File: config.mk
export PLATFORM = sky130hd
export DESIGN_NAME = thread_scheduler
export DESIGN_NICKNAME = d
export VERILOG_FILES = /design/src/rtl/thread_scheduler_pkg.sv /design/src/rtl/rr_pick4.sv /design/src/rtl/thread_scheduler.sv
export SDC_FILE = /design/constraint.sdc
export NUM_CORES = 1
export LEC_CHECK = 0
export ABC_AREA = 0
export CORE_MARGIN = 5
export CORE_UTILIZATION = 25
export DETAILED_ROUTE_END_ITERATION = 6
export DONT_BUFFER_PORTS = 1
export GPL_TIMING_DRIVEN = 0
export RECOVER_POWER = 50
export SLEW_MARGIN = 5
export SYNTH_ARGS = -nofsm -noshare
export SYNTH_HDL_FRONTEND = slang
export SYNTH_HIERARCHICAL = 1
export SYNTH_SLANG_ARGS = --single-unit
File: constraint.sdc
create_clock -name clk -period 3.1 [get_ports clk]
set_clock_uncertainty 0.15 [all_clocks]
set_input_delay 0.31 -clock clk [delete_from_list [all_inputs] [get_ports clk]]
set_output_delay 0.31 -clock clk [all_outputs]
set_load 0.01 [all_outputs]
File: src/rtl/thread_scheduler_pkg.sv
// Shared types and sizing for the 4-thread issue scheduler.
package thread_scheduler_pkg;

   localparam int unsigned NUM_THREADS = 4;
   localparam int unsigned TID_W       = 2;
   localparam int unsigned GAP_W       = 4;

   typedef logic [TID_W-1:0] tid_t;

   typedef enum logic [1:0] {
      ST_INIT  = 2'd0,
      ST_IDLE  = 2'd1,
      ST_RUN   = 2'd2,
      ST_DRAIN = 2'd3
   } state_e;

endpackage

File: src/rtl/rr_pick4.sv
// Round-robin picker: first set bit of elig searching upward from ptr+1, wrapping.
module rr_pick4
   import thread_scheduler_pkg::*;
(
   input  logic [NUM_THREADS-1:0] elig,
   input  tid_t                   ptr,
   output logic                   found_c,
   output tid_t                   winner_c
);

   tid_t idx;

   always_comb begin
      found_c  = 1'b0;
      winner_c = '0;
      idx      = '0;
      for (int unsigned i = 1; i <= NUM_THREADS; i++) begin
         idx = ptr + TID_W'(i);
         if (!found_c && elig[idx]) begin
            found_c  = 1'b1;
            winner_c = idx;
         end
      end
   end

endmodule

File: src/rtl/thread_scheduler.sv
// Barrel-style thread issue scheduler: register-file clear sweep, then
// round-robin issue with a per-thread minimum re-issue gap.
module thread_scheduler
   import thread_scheduler_pkg::*;
#(
   parameter int unsigned MIN_GAP = 4
) (
   input  logic                   clk,
   input  logic                   rst,
   input  logic                   start,
   input  logic                   halt_req,
   input  logic [NUM_THREADS-1:0] thread_en,
   input  logic [NUM_THREADS-1:0] thread_wait,
   output logic [TID_W-1:0]       thread,
   output logic                   thread_valid,
   output logic                   rf_rst,
   output logic                   busy,
   output logic                   init_done
);

   localparam logic [GAP_W-1:0] GAP_LOAD = GAP_W'(MIN_GAP - 1);
   localparam tid_t             LAST_TID = TID_W'(NUM_THREADS - 1);

   state_e                              state_q, state_d;
   tid_t                                ptr_q, ptr_d;
   logic [NUM_THREADS-1:0][GAP_W-1:0]   gap_q, gap_d;
   tid_t                                thread_d;
   logic                                valid_d, rf_rst_d, busy_d, init_done_d;
   logic [NUM_THREADS-1:0]              elig;
   logic                                gaps_zero;
   logic                                found_c;
   tid_t                                winner_c;

   // Eligibility and drain-complete detection from current gap counters
   always_comb begin
      elig      = '0;
      gaps_zero = 1'b1;
      for (int unsigned i = 0; i < NUM_THREADS; i++) begin
         elig[i] = thread_en[i] & ~thread_wait[i] & (gap_q[i] == '0);
         if (gap_q[i] != '0) begin
            gaps_zero = 1'b0;
         end
      end
   end

   rr_pick4 u_pick (
      .elig     (elig),
      .ptr      (ptr_q),
      .found_c  (found_c),
      .winner_c (winner_c)
   );

   // The thread register doubles as the sweep index while in INIT
   always_comb begin
      state_d     = state_q;
      thread_d    = thread;
      valid_d     = 1'b0;
      rf_rst_d    = 1'b0;
      init_done_d = init_done;
      ptr_d       = ptr_q;
      for (int unsigned i = 0; i < NUM_THREADS; i++) begin
         gap_d[i] = (gap_q[i] != '0) ? gap_q[i] - GAP_W'(1) : '0;
      end

      unique case (state_q)
         ST_INIT: begin
            if (thread == LAST_TID) begin
               state_d     = ST_IDLE;
               init_done_d = 1'b1;
            end else begin
               thread_d = thread + TID_W'(1);
               rf_rst_d = 1'b1;
            end
         end
         ST_IDLE: begin
            if (start) begin
               state_d = ST_RUN;
            end
         end
         ST_RUN: begin
            if (halt_req) begin
               state_d = ST_DRAIN;
            end else if (found_c) begin
               thread_d        = winner_c;
               valid_d         = 1'b1;
               ptr_d           = winner_c;
               gap_d[winner_c] = GAP_LOAD;
            end
         end
         ST_DRAIN: begin
            if (gaps_zero) begin
               state_d = ST_IDLE;
            end
         end
         default: state_d = ST_INIT;
      endcase

      busy_d = (state_d != ST_IDLE);
   end

   always_ff @(posedge clk or negedge rst) begin
      if (!rst) begin
         state_q      <= ST_INIT;
         thread       <= '0;
         thread_valid <= 1'b0;
         rf_rst       <= 1'b1;
         busy         <= 1'b1;
         init_done    <= 1'b0;
         ptr_q        <= LAST_TID;
         gap_q        <= '0;
      end else begin
         state_q      <= state_d;
         thread       <= thread_d;
         thread_valid <= valid_d;
         rf_rst       <= rf_rst_d;
         busy         <= busy_d;
         init_done    <= init_done_d;
         ptr_q        <= ptr_d;
         gap_q        <= gap_d;
      end
   end

endmodule

# == Word-level counts from Yosys, hierarchy flattened ==
# Index checks and enable logic that the tools add are counted.
# word_totals
regBits,26
inputBits,12
out_inout_bits,6
elab_cells,112
# classes
add_sub_neg,8
magnitude_cmp,6
n_eq_ne,8
n_mux,43
n_bitwise,16
reduce_logical,20
# op_table
op,count
$mux W16,3
$mux W2,11
$mux W4,5
$mux W1,17
$logic_not A4 Y1,4
$reduce_bool A4 Y1,4
$sub A4 B1 Y4 const B,4
$lt A2 B3 Y1 const B,5
$and A1 B1 Y1,8
$and A8 B8 Y8,1
$bmux W1 S2,4
$demux W4 S2,1
$not A8 Y8,1
$or A8 B8 Y8,1
$pmux W2 S4,1
$eq A2 B2 Y1 const B,3
$ne A2 B2 Y1 const B,3
$not A1 Y1,5
$add A2 B1 Y2 const B,2
$add A2 B2 Y2 const B,2
$logic_and A1 B1 Y1,4
$pmux W2 S2,1
$reduce_and A4 Y1,1
$logic_not A1 Y1,3
other kinds (7),7

# == Depth between registers and ports, before layout ==
# Gate-level depths: netlist of run 1.
# logic_depth
ltp_word,24
depth_mapped,8
mapped_depth_nobuf,7

# == Cells and area by module ==
# The synthesis of run 1 kept the hierarchy.
# by_module_without_submodules
module,n_inst,cells_each,area_per_inst_um2,seq_area_each_um2
thread_scheduler,1,100,1166.1,655.6
rr_pick4,1,14,91.3,0.0

# == Worst setup path after synthesis of run 1 ==
# Ideal clock, no wire load.
# synth_path
path_kind,reg2reg
from,register gap_q[4] in the netlist's numbering
to,register thread[1]
setup_ps,125
arrival_time_ps,2271
required_ps,2825
path_slack_ps,554
stages_incl_launch_ff,9
n_path_buf,1
period_less_slack_ps,2546
path_cell_list,dfrtp_1 > or4_4 > nor3b_1 > nor2_1 > nand2_1 > nor4bb_1 > buf_2 > nor2_1 > mux2_2
# synth_between
word_cells_on_any_way,29
cone_classes,eq/ne: 1; mux: 19; bitwise: 1; reduce/logical: 8
# synth_lines
element,line_no,source
start: declaration,thread_scheduler.sv:26,"logic [NUM_THREADS-1:0][GAP_W-1:0] gap_q, gap_d;"
start signal: assignment,thread_scheduler.sv:119,gap_q <= gap_d;
$logic_not A4 Y1 *,thread_scheduler.sv:39,elig[i] = thread_en[i] & ~thread_wait[i] & (gap_q[i] == '0);
$and A1 B1 Y1 *,thread_scheduler.sv:39,
named net elig[1],thread_scheduler.sv:29,logic [NUM_THREADS-1:0] elig;
$bmux W1 S2,rr_pick4.sv:19,if (!found_c && elig[idx]) begin
$mux W1 (not written as such),rr_pick4.sv:19,
$mux W1,rr_pick4.sv:19,
$logic_not A1 Y1,rr_pick4.sv:19,
$logic_and A1 B1 Y1,rr_pick4.sv:19,
[... 2 more ...],--,
$logic_and A1 B1 Y1,rr_pick4.sv:19,
$mux W1,rr_pick4.sv:19,
$logic_not A1 Y1,rr_pick4.sv:19,
$logic_and A1 B1 Y1,rr_pick4.sv:19,
$mux W1 *,rr_pick4.sv:19,
named net found_c,thread_scheduler.sv:31,logic found_c;
$ne A2 B2 Y1 (no source line) *,--,
$reduce_and A4 Y1 (no source line) *,--,
end signal: assignment,thread_scheduler.sv:113,thread <= thread_d;
end: declaration,thread_scheduler.sv:14,"output logic [TID_W-1:0] thread,"
# Mark *: on every way through the listed nets, which the timed path passes. The rest lies on a longest branch. The select of a mux whose other input is x is not followed.
# A chain may end at the register's enable or synchronous reset.

==> results of run 1 <==
## power breakdown
group	internal, mW	switching (mW)
sequential	0.435	0.112
clock	0.113	0.0973
combinational	0.176	0.176
## metal layers
layer	share of wire, %	vias to the layer above	track usage, %
met5	0	-	0
met4	0.76	0	3.89
met3	7.0	2	2.11
met2	50	20	15.0
met1	43	449	8.11
li1	-	433	-
## cell families (layout without fill, tap and decap cells)
| logic type | Yosys count | in the layout |
|---|---|---|
| and+or+nand+nor | 46 | 46 |
| AOI/OAI and AO/OA | 30 | 30 |
| DFF | 26 | 26 |
| muxes | 7 | 7 |
| buffers and inverters | 4 | 10 |
| adders and majority gates | 1 | 1 |
## stage by stage
| step | instances | cell area (sq um) | utilization (%) | hold WS, ps |
|---|---|---|---|---|
| 4_1_cts | 187 | 1430 | 29.6 | 52.2 |
| 2_1_floorplan | 114 | 1260 | - | -136 |
| 6_report | 187 | 1410 | 29.3 | 54.2 |
| 3_5_place_dp | 181 | 1340 | 27.8 | -135 |
| 3_3_place_gp | 181 | 1340 | 27.8 | -135 |
| 5_1_grt | 187 | 1410 | 29.3 | 70.9 |
## sequential cells by signal, indices dropped and copies added, names as in the netlist
name	count
gap_q	16
ptr_q	2
state_q	2
thread	2
busy	1
init_done	1
rf_rst	1
thread_valid	1
## final timing paths
check	from	end	slack, ps	cells after the start
worst max-delay path	gap_q[4]$_DFF_PN0_	gap_q[1]$_DFF_PN0_	260	8
worst min-delay path	halt_req	state_q[0]$_DFF_PN0_	50	2
worst max register to register	gap_q[4]$_DFF_PN0_	gap_q[1]$_DFF_PN0_	260	8
worst min register to register	init_done$_DFFE_PN0P_	init_done$_DFFE_PN0P_	380	1
max in group asynchronous	rst	state_q[0]$_DFF_PN0_	1250	2
min in group asynchronous	rst	gap_q[10]$_DFF_PN0_	740	2
## cell usage in the layout (no fill, tap or decap), drive strengths merged
| cell type | instances |
|---|---|
| nand3 | 4 |
| mux2i | 3 |
| nor4 | 2 |
| and3b | 1 |
| a211o | 1 |
| nand2 | 7 |
| nor3b | 4 |
| ha | 1 |
| nor4bb | 1 |
| or4b | 1 |
| nand2b | 4 |
| o21ai | 11 |
| or4 | 3 |
| a31oi | 1 |
| nand3b | 5 |
| and2b | 1 |
| dfrtp | 22 |
| o221ai | 1 |
| o311a | 3 |
| dfstp | 4 |
| nor2 | 9 |
| a21o | 2 |
| mux2 | 4 |
| dlygate4sd3 | 1 |
| o31ai | 1 |
| a21boi | 4 |
| clkbuf | 5 |
| or2b | 1 |
| nor3 | 3 |
| buf | 1 |
| inv | 3 |
| a21oi | 6 |
## worst max-delay path, stage by stage, from the launching register on
cell      delay, ps
dfrtp_1         440
or4_4           590
nor3b_1         510
nor2_1          100
nand2_1          80
nor4bb_1        230
buf_2           230
nor3b_2         310
a211o_1         160
## cell type report
cell class	count	area [sq um]	area share, %
flip-flops and latches	26	656	46.5
inverters	3	11.3	0.799
repair buffers	2	13.8	0.976
multi-input cells	84	586	41.5
plain buffers	1	5.00	0.355
well taps	67	83.8	5.94
clock buffers	4	55.1	3.90
## repair_timing
| action | CTS | global route |
|---|---|---|
| hold buffers | 2 | 0 |
| hold endpoints to repair | 26 | 0 |
| endpoints found under the setup margin | 0 | 0 |
==> results_dict.tcl, run 1 <==
set metrics [dict create \
    grt_pass1_vias 918 \
    postCtsSetupRepairBufs 0 \
    antenna_found_initial 0 \
    dieArea_sq_um 6550 \
    final_nets 134 \
    fin_crit_ps 2840 \
    yosys.cell_types.count 36 \
    tns_ps 0 \
    endpoint_kind "register" \
    cts_resized 0 \
    yosysMostFrequentCell "dfrtp_1" \
    syn_avg_cell_area_sq_um 11.0 \
    timing.final.crit_share_pct 91.7 \
    setup_viol 0 \
    yosys_warnings 6 \
    drc_errors 0 \
    wl_per_cell_um 13.4 \
    syn_area_sq_um 1260 \
    grt_max_degree 27 \
    portBuffers 0 \
    maxSlewHeadroom_pct 8.61 \
    synth_commonest_cells "22 x dfrtp_1, 11 x o21ai_0, 9 x nor2_1, 7 x nand2_1" \
    drv_slew 0 \
    syn-num-nets 127 \
    path_max_fanout 8 \
    hold_viol_final 0 \
    worstSkewPairLatency_ps 260 \
    clk_pin_slew_ps 80 \
    vdd_ir_drop_max_mv 0.215 \
    p_per_area_nw_per_um2 787 \
    start_kind "register" \
    drive_gt1_share_pct 18.3 \
    area_growth_pct 12.1 \
    synth_edf_count 0 \
    ys_ff_latch 26 \
    worst-slew-pin-transition_ps 1370 \
    hpwlAfterDp_mm 1.84 \
    crit_type "reg2reg" \
    fp.dieW_um 80.9 \
    cap_violations 0 \
    clock_path_buffers 2 \
    wl_mm 2.50 \
    cp.required_ps 3160 \
    viasPerCell 4.83 \
    cts_tree "built" \
    overflow 0 \
    synth_top_family_by_area "simple AND/OR/NAND/NOR gates" \
    rows 25 \
    synthAdderAreaFrac_pct 0.995 \
    crit_arrival_ps 2900 \
    grt_pass1_wl_mm 4.10 \
    yosysSeqAreaShare_pct 52.1 \
    routed-via-count 904 \
    synth-compound-area-share_pct 16.1 \
    synthSimpleGateAreaFrac_pct 23.5 \
    async_flop_share_pct 100 \
    coreArea_sq_um 4820 \
    ys.flop_type "dfrtp_1" \
    status "complete, no violations" \
    dr.pass1.iters 4 \
    total_power_mw 1.11 \
    grt_use_total_pct 8.00 \
    num_io_pins 18 \
    netlist_instances 114 \
    h-tree-depth 1 \
    leakage_nw 0.636 \
    hold_class "in2reg" \
    num_antenna_cells 0 \
    cts_root_buffer "clkbuf_8" \
    rsz0062_at_grt "no" \
    synth.mux.area_fraction_pct 5.97 \
    fmax_mhz 352 \
    cts.sinks 26 \
    post-place-ws_ps 286 \
    yosys.area.top_type "dfrtp_1" \
    drtAntennaViolNets 0 \
    start_util_pct 26.1 \
    die_h_um 80.9 \
    nFillCells 507 \
    drtIter0Drc 62 \
    synthXorXnorAreaFrac_pct 0 \
    setup_ws_ps 256 \
    place_congestion 0.752 \
    numCtsBuffers 3 \
    synth_top_cell_area_share_pct 43.8 \
    synth_area_leaders "dfrtp_1 44%, dfstp_2 8.4%, o21ai_0 4.4%, mux2_2 3.6%, nand3b_1 3.0%" \
]
(Power assumes the default switching activity.)
==> run 2: changes to the inputs <==
Settings changed: ABC_AREA 0 to 1, PLACE_DENSITY set to 0.48.
==> run 2 against run 1 <==
  * Synthesized cell count increased by 68%
  * Sequential share of layout area down 6.8 points
  * Hold slack improved by 110 ps
  * Final area grew 17%
  * Largest power group is now combinational logic
==> results_dict.tcl, run 2 <==
set metrics [dict create \
    num_antenna_cells 0 \
    yosysSeqAreaShare_pct 44.0 \
    clock_path_buffers 2 \
    die_h_um 87.2 \
    crit_chain "nor2_1, nand2_1, nor2_1, nand2_1, nor2_1, nand2_2, nand2_2, inv_1, nand2_1, nand2_2, nand3b_1, nand3_1, inv_1, o21ai_0, nand2_1, o21ai_0" \
    dp_cells 266 \
    crit_buf_inv 2 \
    syn-num-nets 204 \
    syn_area_sq_um 1490 \
    wl_per_cell_um 11.0 \
    status "complete, no violations" \
    total_power_mw 1.55 \
    rsz0062_at_grt "no" \
    drtAntennaViolNets 0 \
    cts_root_buffer "clkbuf_8" \
    fp.dieW_um 87.2 \
    max_stage_delay_ps 420 \
    overflow 0 \
    coreArea_sq_um 5850 \
    drc_errors 0 \
    start_util_pct 25.5 \
    cts_tree "built" \
    dieArea_sq_um 7610 \
    power.clock.fraction_pct 14.0 \
    h-tree-depth 1 \
    fmax_mhz 396 \
    num_io_pins 18 \
    p_per_area_nw_per_um2 938 \
    rows 28 \
    cts.sinks 26 \
    layout_commonest_cell "nand2_1" \
    clk_pin_slew_ps 90 \
    endpoint_kind "register" \
    worstSkewPairLatency_ps 260 \
    switching_share_pct 46.0 \
    maxSlewHeadroom_pct 3.39 \
    regArea_sq_um 656 \
    grt_use_total_pct 8.51 \
    drive_gt1_share_pct 20.8 \
    grt_pass1_wl_mm 5.26 \
    p_seq_share_pct 37.7 \
    crit_top_cell "nand2_1" \
    p_sw_mw 0.713 \
    crit_type "reg2reg" \
    yosys.area.top_type "dfrtp_1" \
    grt_max_degree 27 \
    grt_pass1_vias 1184 \
    hold_class "in2reg" \
    syn_avg_cell_area_sq_um 7.81 \
    crit_family "simple AND/OR/NAND/NOR gates" \
    postCtsSetupRepairBufs 0 \
    ys_ff_latch 26 \
    vdd_ir_drop_max_mv 0.300 \
    final_nets 211 \
    drv_slew 0 \
    crit_arrival_ps 2560 \
    timing.final.crit_share_pct 81.4 \
    routed-via-count 1161 \
    whs_ps 161 \
    combPwrFrac_pct 48.4 \
    final_cell_mix "47 x nand2_1, 31 x nor2_1, 22 x dfrtp_1" \
    worst-slew-pin-transition_ps 1450 \
    tns_ps 0 \
    wl_mm 2.98 \
    async_flop_share_pct 100 \
    antenna_found_initial 0 \
    largest_reg_flops 16 \
    setup_viol 0 \
    place_congestion 0.864 \
    stdcell_count 272 \
    fin_crit_ps 2520 \
    yosys_warnings 6 \
    synth_top_cell_area_share_pct 36.9 \
    hold_viol_final 0 \
    path_max_fanout 4 \
    regMostFlops "gap_q" \
    dr.pass1.iters 4 \
    cp.required_ps 3140 \
    cap_violations 0 \
    leakage_nw 0.827 \
    area_growth_pct 10.7 \
    synth_edf_count 0 \
    numCtsBuffers 3 \
    synth_area_leaders "dfrtp_1 37%, nand2_1 12%, nor2_1 7.6%, dfstp_2 7.0%, nand2_2 5.5%" \
    yosys.cell_types.count 27 \
    internal_power_mw 0.835 \
    multi_input_area_sq_um 738 \
    yosysMostFrequentCell "nand2_1" \
    viasPerCell 4.27 \
    ys.flop_type "dfrtp_1" \
    slowest_stage "dfrtp_1" \
    synth_commonest_cells "47 x nand2_1, 30 x nor2_1, 22 x dfrtp_1, 15 x inv_1, 13 x nand2_2" \
    portBuffers 0 \
    drtIter0Drc 61 \
    nFillCells 645 \
    netlist_instances 191 \
    start_kind "register" \
    hpwlAfterDp_mm 2.38 \
]
-- run 2: cell count changes in the layout (fill, tap and decap cells not counted), sizes merged, moves of 4 or more --
cell,change
a21boi,-4
nor2,+27
nand4,+4
nand3,+4
nand3b,-4
inv,+18
nand2b,-4
mux2,-4
nand2,+58
-- run 2: power groups by stage --
stage	Sequential, mW	Combinational, mW	Clock, mW
after floorplan	0.565	0.623	0
after global placement	0.593	0.747	0
after detailed placement	0.594	0.753	0
after CTS	0.588	0.766	0.227
after global routing	0.605	0.864	0.241
final	0.583	0.749	0.216
-- run 2: cells by family (layout without fill, tap and decap cells) --
family / Yosys count / in the layout / synth area share (%)
fa+ha+maj: 1 / 1 / 0.839
flops: 26 / 26 / 44.0
buf+inv: 22 / 28 / 6.38
xor+xnor: 1 / 1 / 0.587
simple gates: 120 / 120 / 40.2
compound gates: 21 / 21 / 8.05
-- run 2: through the flow --
stage | util [%] | instance area, sq um | setup slack, ps
after CTS | 28.5 | 1670 | 542
after global placement | 27.1 | 1590 | 587
after floorplan | - | 1490 | 931
final | 28.2 | 1650 | 575
after detailed placement | 27.1 | 1590 | 570
after global routing | 28.2 | 1650 | 260
-- run 2: worst reg2reg max path: stages, from the launching register on --
cell	delay (ps)
dfrtp_1	420
nor2_1	210
nand2_1	110
nor2_1	200
nand2_1	70
nor2_1	150
nand2_2	70
nand2_2	90
inv_1	60
nand2_1	70
nand2_2	70
nand3b_1	160
nand3_1	190
inv_1	130
o21ai_0	180
nand2_1	60
o21ai_0	70
-- run 2: area by class of cell --
cell class | instances | area share (%)
inverter | 21 | 5.08
sequential | 26 | 39.7
clock buffer | 4 | 3.33
buffer | 1 | 0.682
tap | 75 | 5.68
timing repair buffer | 2 | 0.833
multi-input combinational | 143 | 44.7
-- run 2: timing repair --
item | CTS | global route
endpoints found under the hold margin | 26 | 0
hold buffers | 2 | 0
gates resized for setup | 0 | 0
-- run 2: path summary, 6_finish.rpt --
path | from | cells past startpoint | slack (ps) | end
worst max register to register | gap_q[4]$_DFF_PN0_ | 16 | 580 | thread[0]$_DFFE_PN0P_
worst min register to register | gap_q[8]$_DFF_PN0_ | 1 | 340 | gap_q[8]$_DFF_PN0_
max in group asynchronous | rst | 2 | 1180 | gap_q[14]$_DFF_PN0_
worst max-delay path | gap_q[4]$_DFF_PN0_ | 16 | 580 | thread[0]$_DFFE_PN0P_
worst min-delay path | start | 4 | 160 | busy$_DFF_PN1_
min in group asynchronous | rst | 2 | 780 | gap_q[1]$_DFF_PN0_
-- run 2: routing by layer --
| layer | vias up | track usage, % | share of wire, % |
|---|---|---|---|
| li1 | 617 | - | - |
| met1 | 526 | 10.7 | 45 |
| met2 | 18 | 15.0 | 50 |
| met3 | 0 | 2.65 | 4.3 |
| met4 | 0 | 0.418 | 0 |
| met5 | - | 0 | 0 |
==> run 3: changes to the inputs <==
Settings changed: ABC_AREA 1 to 0, PLACE_DENSITY 0.48 to 0.5.
Clock period 3.1 ns to 2.3 ns, I/O delays scaled along.
==> run 3 against run 2 <==
  * The flow now finishes with violations (setup timing)
  * Non-clock buffer count grew 20
  * Power grew 17%
  * Fmax grew 4.3%
  * Flip-flop and latch count is the same
  * Global-route usage grew 1.1 points
  * Critical path depth shrank 9
  * Core utilization grew 7.2 points
  * Critical path type unchanged
  * Largest cell class unchanged
  * Largest power group is now registers
==> results_dict.tcl, run 3 (synthesis gave the netlist of run 1 again) <==
set metrics [dict create \
    status "finished with violations" \
    violations "setup timing" \
    post-place-ws_ps -314 \
    grt_pass1_vias 1031 \
    dp_cells 181 \
    wl_mm 2.82 \
    p_seq_share_pct 40.5 \
    worst-slew-pin-transition_ps 1420 \
    fp.dieW_um 80.9 \
    drc_errors 0 \
    cts_root_buffer "clkbuf_8" \
    cap_violations 0 \
    largest_reg_flops 16 \
    place_congestion 0.675 \
    drtAntennaViolNets 0 \
    rsz0062_at_grt "yes" \
    fmax_mhz 413 \
    max_stage_delay_ps 560 \
    crit_buf_inv 0 \
    start_util_pct 26.1 \
    maxSlewHeadroom_pct 5.15 \
    stdcell_count 207 \
    p_per_area_nw_per_um2 1060 \
    internal_power_mw 1.21 \
    setup_ws_ps -122 \
    h-tree-depth 1 \
    tns_ps -1380 \
    portBuffers 0 \
    drtIter0Drc 58 \
    coreArea_sq_um 4820 \
    leakage_nw 0.784 \
    crit_type "reg2reg" \
    clock_path_buffers 2 \
    endpoint_kind "register" \
    total_power_mw 1.81 \
    vdd_ir_drop_max_mv 0.540 \
    crit_family "simple AND/OR/NAND/NOR gates" \
    num_io_pins 18 \
    rows 25 \
    crit_arrival_ps 2440 \
    die_h_um 80.9 \
    dr.pass1.iters 4 \
    slowest_stage "or4_4" \
    grt_use_total_pct 9.58 \
    crit_chain "or4_4, nor3b_4, and2b_1, a21oi_2, o221ai_4, nand3b_1, a21boi_1" \
    hold_viol_final 0 \
    dieArea_sq_um 6550 \
    worstSkewPairLatency_ps 280 \
    layout_commonest_cell "dfrtp_1" \
    hpwlAfterDp_mm 1.91 \
    final_cell_area_sq_um 1710 \
    overflow 0 \
    final_cell_mix "21 x dfrtp_1, 18 x buf_4, 11 x o21ai_0" \
    viasPerCell 4.74 \
    clk_pin_slew_ps 90 \
    antenna_found_initial 0 \
    wl_per_cell_um 13.6 \
    timing.final.crit_share_pct 105 \
    routed-via-count 982 \
    final_core_util_pct 35.4 \
    cts.sinks 26 \
    dpl-instance-area_sq_um 1380 \
    area_growth_pct 35.6 \
    drv_slew 0 \
    num_antenna_cells 0 \
    whs_ps 10.7 \
    nFillCells 510 \
    hold_class "in2reg" \
    regMostFlops "gap_q" \
    combPwrFrac_pct 38.4 \
    cp.required_ps 2320 \
    cts_tree "built" \
    start_kind "register" \
    final_nets 154 \
    grt_pass1_wl_mm 4.74 \
    switching_share_pct 33.3 \
    drive_gt1_share_pct 40.0 \
    grt_max_degree 27 \
    p_sw_mw 0.603 \
    fin_crit_ps 2420 \
    path_max_fanout 5 \
    setup_viol 19 \
    power.clock.fraction_pct 21.1 \
    numCtsBuffers 3 \
]
## run 3: cell types whose count changed in the layout (fill, tap and decap cells not counted), moves of 5 or more
| cell | delta |
|---|---|
| nand2_2 | -12 |
| buf_4 | +18 |
| nand2_4 | -5 |
| inv_1 | -12 |
| inv_2 | -5 |
| nand2_1 | -41 |
| nor2_1 | -23 |
## run 3: final timing paths
| path | startpoint | end | slack (ps) | depth (start not counted) |
|---|---|---|---|---|
| max in group asynchronous | rst | gap_q[0]$_DFF_PN0_ | 410 | 2 |
| worst max-delay path | gap_q[8]$_DFF_PN0_ | gap_q[10]$_DFF_PN0_ | -120 | 7 |
| worst max register to register | gap_q[8]$_DFF_PN0_ | gap_q[10]$_DFF_PN0_ | -120 | 7 |
| worst min register to register | init_done$_DFFE_PN0P_ | init_done$_DFFE_PN0P_ | 380 | 1 |
| worst min-delay path | start | state_q[1]$_DFF_PN0_ | 10 | 2 |
| min in group asynchronous | rst | gap_q[2]$_DFF_PN0_ | 670 | 2 |
## run 3: worst register-to-register path, delay by kind of cell (launching register included)
| family | cells | cell delay (ps) |
|---|---|---|
| flops | 1 | 390 |
| compound gates | 3 | 480 |
| simple gates | 4 | 1310 |
## run 3: repair_timing
action | in CTS | in global routing
endpoints found under the setup margin | 20 | 20
gates cloned | 0 | 0
gates resized for setup | 11 | 9
buffers inserted | 15 | 4
pin swaps | 13 | 9
hold buffers | 3 | 0
hold endpoints to repair | 27 | 0
## run 3: power groups by stage
stage | Combinational, mW | Clock (mW) | Sequential, mW
6_report | 0.695 | 0.382 | 0.734
5_1_grt | 0.769 | 0.413 | 0.761
4_1_cts | 0.655 | 0.388 | 0.725
3_5_place_dp | 0.492 | 0 | 0.743
3_3_place_gp | 0.481 | 0 | 0.733
2_1_floorplan | 0.417 | 0 | 0.706
## run 3: cell type report
cell class | instances | area, sq um | area share, %
buffer | 1 | 7.51 | 0.440
sequential | 26 | 657 | 38.5
tap | 67 | 83.8 | 4.92
multi-input combinational | 84 | 701 | 41.1
clock inverter | 1 | 30.0 | 1.76
clock buffer | 3 | 41.3 | 2.42
inverter | 3 | 11.3 | 0.660
timing repair buffer | 22 | 174 | 10.2
## run 3: per-layer routing
metal  vias up  track usage [%]  wire, um
li1        476                -         -
met1       483             11.9      1310
met2        18             15.2      1330
met3         5             3.55       130
met4         0             3.55        43
met5         -                0         0
